===== src/rtl/led_bank_if.sv =====
`default_nettype none
// ============================================================================
//  Module   : led_bank_if
//  Purpose  : Bundles the event, mode and LED-drive signals of led_bank.
//  Ports    : sig     - per-channel event inputs (NCH)
//             mode    - per-channel display mode, 2 bits per channel
//             led     - registered LED drive (NCH)
//             tick_ms - one-cycle millisecond pulse
//             strobe  - one-cycle pulse every PERIOD ticks
//  Modports : master drives sig/mode, slave (the LED bank) drives the rest.
//  Revision : 1.0 - initial release
// ============================================================================
interface led_bank_if #(
  parameter int NCH = 4
) ();
  logic [NCH-1:0]   sig;
  logic [2*NCH-1:0] mode;
  logic [NCH-1:0]   led;
  logic             tick_ms;
  logic             strobe;

  modport master (
    output sig,
    output mode,
    input  led,
    input  tick_ms,
    input  strobe
  );

  modport slave (
    input  sig,
    input  mode,
    output led,
    output tick_ms,
    output strobe
  );
endinterface
`default_nettype wire


===== src/rtl/led_bank.sv =====
`default_nettype none
// ============================================================================
//  Module   : led_bank
//  Purpose  : Multi-channel status-LED driver. Owns the millisecond prescaler
//             and the slow LED strobe; each channel is a retriggerable pulse
//             stretcher whose output is shaped by a per-channel display mode
//             (stretch, blink, forced off, forced on).
//  Ports    : clk   - system clock
//             rst_n - synchronous active-low reset
//             bus   - led_bank_if.slave (sig, mode in; led, tick_ms, strobe out)
//  Revision : 1.0 - initial release
// ============================================================================
module led_bank #(
  parameter int NCH        = 4,
  parameter int TICK_DIV   = 2500,
  parameter int PERIOD     = 64,
  parameter int HOLD       = 3,
  parameter int ACTIVE_LOW = 1
) (
  input  logic          clk,
  input  logic          rst_n,
  led_bank_if.slave     bus
);

  localparam int c_ms_w = $clog2(TICK_DIV);
  // A one-tick period still needs a 1-bit counter to stay legal.
  localparam int c_st_w = (PERIOD > 1) ? $clog2(PERIOD) : 1;

  localparam logic [c_ms_w-1:0] c_ms_last = c_ms_w'(TICK_DIV - 1);
  localparam logic [c_st_w-1:0] c_st_last = c_st_w'(PERIOD - 1);
  localparam logic [3:0]        c_hold    = 4'(HOLD);
  localparam logic              c_pol     = (ACTIVE_LOW != 0);

  localparam logic [0:0] c_st_idle = 1'b0;
  localparam logic [0:0] c_st_on   = 1'b1;

  // --------------------------------------------------------------------------
  // Prescaler: millisecond tick, strobe and global blink phase
  // --------------------------------------------------------------------------
  logic [c_ms_w-1:0] ms_cnt_q, ms_cnt_d;
  logic [c_st_w-1:0] st_cnt_q, st_cnt_d;
  logic              tick_ms_q, tick_ms_d;
  logic              strobe_q, strobe_d;
  logic              phase_q, phase_d;
  logic              w_ms_wrap;

  always_comb begin
    w_ms_wrap = (ms_cnt_q == c_ms_last);
    ms_cnt_d  = w_ms_wrap ? '0 : ms_cnt_q + 1'b1;
    st_cnt_d  = st_cnt_q;
    if (w_ms_wrap) begin
      st_cnt_d = (st_cnt_q == c_st_last) ? '0 : st_cnt_q + 1'b1;
    end
    // Both pulses are registered so they line up with each other.
    tick_ms_d = w_ms_wrap;
    strobe_d  = w_ms_wrap && (st_cnt_q == c_st_last);
    phase_d   = phase_q ^ strobe_q;
  end

  always_ff @(posedge clk) begin
    if (!rst_n) begin
      ms_cnt_q  <= '0;
      st_cnt_q  <= '0;
      tick_ms_q <= 1'b0;
      strobe_q  <= 1'b0;
      phase_q   <= 1'b0;
    end else begin
      ms_cnt_q  <= ms_cnt_d;
      st_cnt_q  <= st_cnt_d;
      tick_ms_q <= tick_ms_d;
      strobe_q  <= strobe_d;
      phase_q   <= phase_d;
    end
  end

  // --------------------------------------------------------------------------
  // Per-channel stretcher and mode selection
  // --------------------------------------------------------------------------
  logic [NCH-1:0] w_on;

  for (genvar i = 0; i < NCH; i++) begin : g_ch
    logic [0:0] state_q, state_d;
    logic [3:0] hold_cnt_q, hold_cnt_d;
    logic [1:0] mode_i;
    logic       on_i;

    assign mode_i = bus.mode[2*i+1 -: 2];

    // State register
    always_ff @(posedge clk) begin
      if (!rst_n) begin
        state_q    <= c_st_idle;
        hold_cnt_q <= '0;
      end else begin
        state_q    <= state_d;
        hold_cnt_q <= hold_cnt_d;
      end
    end

    // Next state: a trigger always wins over a coincident strobe, so the
    // full hold count is restored and never immediately decremented.
    always_comb begin
      state_d    = state_q;
      hold_cnt_d = hold_cnt_q;
      if (bus.sig[i]) begin
        state_d    = c_st_on;
        hold_cnt_d = c_hold;
      end else if (state_q == c_st_on && strobe_q) begin
        if (hold_cnt_q == 4'd1) begin
          state_d    = c_st_idle;
          hold_cnt_d = '0;
        end else begin
          hold_cnt_d = hold_cnt_q - 4'd1;
        end
      end
    end

    // Output: the stretcher runs regardless of mode; mode only selects
    // what reaches the LED.
    always_comb begin
      on_i = 1'b0;
      case (mode_i)
        2'b00:   on_i = (state_q == c_st_on);
        2'b01:   on_i = (state_q == c_st_on) && phase_q;
        2'b10:   on_i = 1'b0;
        default: on_i = 1'b1;
      endcase
    end

    assign w_on[i] = on_i;
  end

  // --------------------------------------------------------------------------
  // Registered LED drive with selectable polarity
  // --------------------------------------------------------------------------
  logic [NCH-1:0] led_q, led_d;

  always_comb begin
    led_d = w_on ^ {NCH{c_pol}};
  end

  always_ff @(posedge clk) begin
    if (!rst_n) begin
      led_q <= {NCH{c_pol}};
    end else begin
      led_q <= led_d;
    end
  end

  assign bus.led     = led_q;
  assign bus.tick_ms = tick_ms_q;
  assign bus.strobe  = strobe_q;

endmodule
`default_nettype wire


===== src/flat_wrapper.sv =====
// flat-port wrapper written by rule: the top's interface ports become plain ports
module led_bank_flat 
#(
  parameter int NCH        = 4,
  parameter int TICK_DIV   = 2500,
  parameter int PERIOD     = 64,
  parameter int HOLD       = 3,
  parameter int ACTIVE_LOW = 1
)
  (clk, rst_n, bus_sig, bus_mode, bus_led, bus_tick_ms, bus_strobe);
  led_bank_if #(.NCH(NCH)) bus_i ();
  input  logic clk;
  input  logic rst_n;
  input wire logic [$bits(bus_i.sig)-1:0] bus_sig;
  input wire logic [$bits(bus_i.mode)-1:0] bus_mode;
  output wire logic [$bits(bus_i.led)-1:0] bus_led;
  output wire logic [$bits(bus_i.tick_ms)-1:0] bus_tick_ms;
  output wire logic [$bits(bus_i.strobe)-1:0] bus_strobe;
  assign bus_i.sig = bus_sig;
  assign bus_i.mode = bus_mode;
  assign bus_led = bus_i.led;
  assign bus_tick_ms = bus_i.tick_ms;
  assign bus_strobe = bus_i.strobe;
  led_bank #(.NCH(NCH), .TICK_DIV(TICK_DIV), .PERIOD(PERIOD), .HOLD(HOLD), .ACTIVE_LOW(ACTIVE_LOW)) u_core (.clk(clk), .rst_n(rst_n), .bus(bus_i));
endmodule

===== config.mk =====
export PLATFORM = sky130hd
export DESIGN_NAME = led_bank_flat
export DESIGN_NICKNAME = d
export VERILOG_FILES = /design/src/rtl/led_bank_if.sv /design/src/rtl/led_bank.sv /design/src/flat_wrapper.sv
export SDC_FILE = /design/constraint.sdc
export NUM_CORES = 1
export LEC_CHECK = 0
export CORE_MARGIN = 2
export CORE_UTILIZATION = 35
export CTS_CLUSTER_SIZE = 28
export DETAILED_ROUTE_END_ITERATION = 10
export PLACE_DENSITY_LB_ADDON = 0.12
export REMOVE_ABC_BUFFERS = 1
export SLEW_MARGIN = 20
export SYNTH_ARGS = -nofsm -noshare
export SYNTH_HDL_FRONTEND = slang
export SYNTH_SLANG_ARGS = --single-unit

===== constraint.sdc =====
create_clock -name clk -period 2.23 [get_ports clk]
set_clock_uncertainty 0.05 [all_clocks]
set_input_delay 0.669 -clock clk [delete_from_list [all_inputs] [get_ports clk]]
set_output_delay 0.669 -clock clk [all_outputs]
set_load 0.02 [all_outputs]

==> flow_metrics.tcl, run 1 <==
set metrics [dict create \
    antenna_found_initial 0 \
    synth_top_cell_by_area "dfxtp_1" \
    clkSinkCount 45 \
    synth-seq-cells 45 \
    end_kind "output port" \
    worstSetupStartpointType "register" \
    routed_wirelength_um 3650 \
    clock.fmax_mhz 513 \
    min_period_ps 1950 \
    cp.arrival_ps 1230 \
    synth_top_family_by_area "simple AND/OR/NAND/NOR gates" \
    min_from "u_core.ms_cnt_q[0]" \
    design.die.area_mm2 0.00657 \
    globalRouteOverflowTotal 0 \
    cts_max_level 2 \
    period_share_pct 87.4 \
    areaGrowthSynthToFinish_pct 17.4 \
    met2_usage_pct 19.8 \
    holdPathEnd "u_core.ms_cnt_q[0]" \
    synth_edf_count 0 \
    max_cap_violations 0 \
    synth_top_cell_area_share_pct 43.3 \
    syn_area_mm2 0.00208 \
    r2r_end "u_core.st_cnt_q[0]" \
    die_h_um 81.1 \
    final-max-slew-violation-count 0 \
    rsz0062_at_grt "false" \
    vdd_drop_max_v 0.000325 \
    max_stage_delay_ps 600 \
    p_leak_nw 0.939 \
    worstSetupPathType "reg2out" \
    fin_cells 333 \
    ys_warn_count 0 \
    vias 1559 \
    grt_pass1_wl_um 6350 \
    path_cells "clkdlybuf4s50_1" \
    r2r_cells 5 \
    wire_per_inst_um 10.9 \
    outcome "finished, final reports clean" \
    fin_tns_setup_ps 0 \
    worstMarginPinSlew_ps 464 \
    worst-path-buf-inv 1 \
    avgSynthCellArea_um2 8.85 \
    path_clk_slew_ps 70 \
    placed_area_mm2 0.00236 \
    dr.pass1.iters 5 \
    numCtsBuffers 5 \
    first_global_vias 1442 \
    slowest_stage "clkdlybuf4s50_1" \
    vias_per_cell 4.68 \
    whs_path_depth 1 \
    post_cts_buffers 0 \
    placed_cells 326 \
    post-route-drc-count 0 \
    grt_busiest_layer "met2" \
    ys_types 39 \
    diodes 0 \
    synth-compound-area-share_pct 11.5 \
    report.final.setup_viol 0 \
    synthCells 235 \
    layout_setup_ws_ps 281 \
    synth_xor_area_share_pct 6.74 \
    critPathRequiredTime_ps 1510 \
    cts-root-buf "clkbuf_8" \
    holdBufCountCts 0 \
    drive_above_1_share_pct 6.98 \
    muxShareOfSynthArea_pct 1.44 \
    die_w_um 81.1 \
    coreArea_mm2 0.00582 \
    io_buffers 19 \
    synthFlopType "dfxtp_1" \
    place.gp.congestion 0.745 \
    nets 282 \
    crit_family "buffers and inverters" \
    rr_startpoint "u_core.ms_cnt_q[0]" \
    stdcell_area_mm2 0.00244 \
    cts_resized 0 \
    final_common_cell "dfxtp_1" \
    rrSetupSlack_ps 510 \
    finalCoreUtilization_pct 42.0 \
    clockBufferDepth 2 \
    met1_usage_pct 15.7 \
    synthTopCellsByArea "dfxtp_1 (43%), ha_1 (6.0%), nand2_1 (4.9%)" \
    cts_tree "yes" \
    start_util_pct 35.8 \
    ant_nets 0 \
    yosys.area_share.simple_pct 26.8 \
    grt_max_degree 23 \
    pin_count 20 \
    rows 28 \
    grt_use_total_pct 12.4 \
    hold_violations 0 \
    async_reset_ff_share_pct 0 \
    relSlewSlack_pct 69.0 \
    final_cell_mix "dfxtp_1 (45), nand2_1 (27), nor2_1 (22), clkdlybuf4s50_1 (19)" \
    pre_cts_slack_ps 292 \
    clkLatencyLatePin_ps 280 \
    cp_max_fo 2 \
    hp-class "reg2reg" \
    synth_seq_area_share_pct 43.3 \
    p_per_area_mw_per_mm2 596 \
    yosys.area_share.adder_pct 6.02 \
    use_met3_pct 3.89 \
    dp_hpwl_um 2640 \
    drt_iter0_drc 52 \
]
worst max-delay path by stage:
stage | from | end | cells past startpoint
2_1_floorplan | u_core.ms_cnt_q[0] | u_core.st_cnt_q[0] | 5
3_3_place_gp | rst_n | u_core.g_ch[0].hold_cnt_q[3] | 3
3_5_place_dp | rst_n | u_core.st_cnt_q[4] | 4
4_1_cts | u_core.bus.strobe | bus_strobe | 1
5_1_grt | u_core.bus.strobe | bus_strobe | 1
6_report | u_core.bus.strobe | bus_strobe | 1
Yosys cell counts, types with 4 or more instances:
master	number
dfxtp_1	45
nand2_1	27
nor2_1	22
inv_1	13
o21ai_0	13
nand3_1	12
xor2_1	11
ha_1	10
a21oi_1	9
o21a_1	6
nor2b_1	5
xnor2_1	5
and2_1	4
nand4_1	4
nor3_1	4
nor4_1	4
or3_1	4
area by class of cell:
| type | instances | area, um2 |
|---|---|---|
| multi-input combinational | 170 | 1090 |
| tap | 75 | 93.8 |
| timing repair buffer | 23 | 220 |
| inverter | 13 | 48.8 |
| fill | 613 | 3370 |
| clock buffer | 7 | 86.3 |
| sequential | 45 | 901 |
cell families (layout without fill, tap and decap cells):
logic type	count (synthesis)	after routing
xor+xnor	16	16
flops	45	45
buf+inv	20	43
mux	3	3
fa+ha+maj	10	10
simple gates	103	103
compound gates	38	38
layer usage:
layer  share of wire (%)  wire (um)
met2                  42       1550
met1                  50       1830
met4                 1.6         59
met5                   0          0
met3                 5.9        214
through the flow:
step                power, mW  hold WS, ps
floorplan               0.928          363
global placement        0.992          385
detailed placement      0.991          389
CTS                      1.49          407
global route             1.54          417
finish                   1.46          398
flip-flops by register name, indices dropped and copies added, names as in the netlist:
signal / count
u_core.bus.led: 4
u_core.g_ch.hold_cnt_q: 16
u_core.g_ch.state_q: 4
u_core.ms_cnt_q: 12
u_core.bus.strobe: 1
u_core.st_cnt_q: 6
u_core.phase_q: 1
u_core.bus.tick_ms: 1
where the power goes:
group | switching (mW) | internal [mW] | total, mW
clock | 0.239 | 0.246 | 0.485
combinational | 0.0571 | 0.0656 | 0.123
sequential | 0.0208 | 0.827 | 0.848
Power figures use the tool's default switching activity.
==> run 2: changes to the inputs <==
--- a/config.mk
+++ b/config.mk
@@ -5,6 +5,7 @@
 export SDC_FILE = /design/constraint.sdc
 export NUM_CORES = 1
 export LEC_CHECK = 0
+export CAP_MARGIN = 0
 export CORE_MARGIN = 2
 export CORE_UTILIZATION = 35
 export CTS_CLUSTER_SIZE = 28
==> results of run 2 <==
Same layout as run 1: the final DEF is identical, and so are final timing and power.
==> run 3: changes to the inputs <==
--- a/config.mk
+++ b/config.mk
@@ -8,6 +8,7 @@
 export CAP_MARGIN = 0
 export CORE_MARGIN = 2
 export CORE_UTILIZATION = 35
+export CTS_CLUSTER_DIAMETER = 120
 export CTS_CLUSTER_SIZE = 28
 export DETAILED_ROUTE_END_ITERATION = 10
 export PLACE_DENSITY_LB_ADDON = 0.12
==> results of run 3 <==
Same layout as run 1: the final DEF is identical, and so are final timing and power.
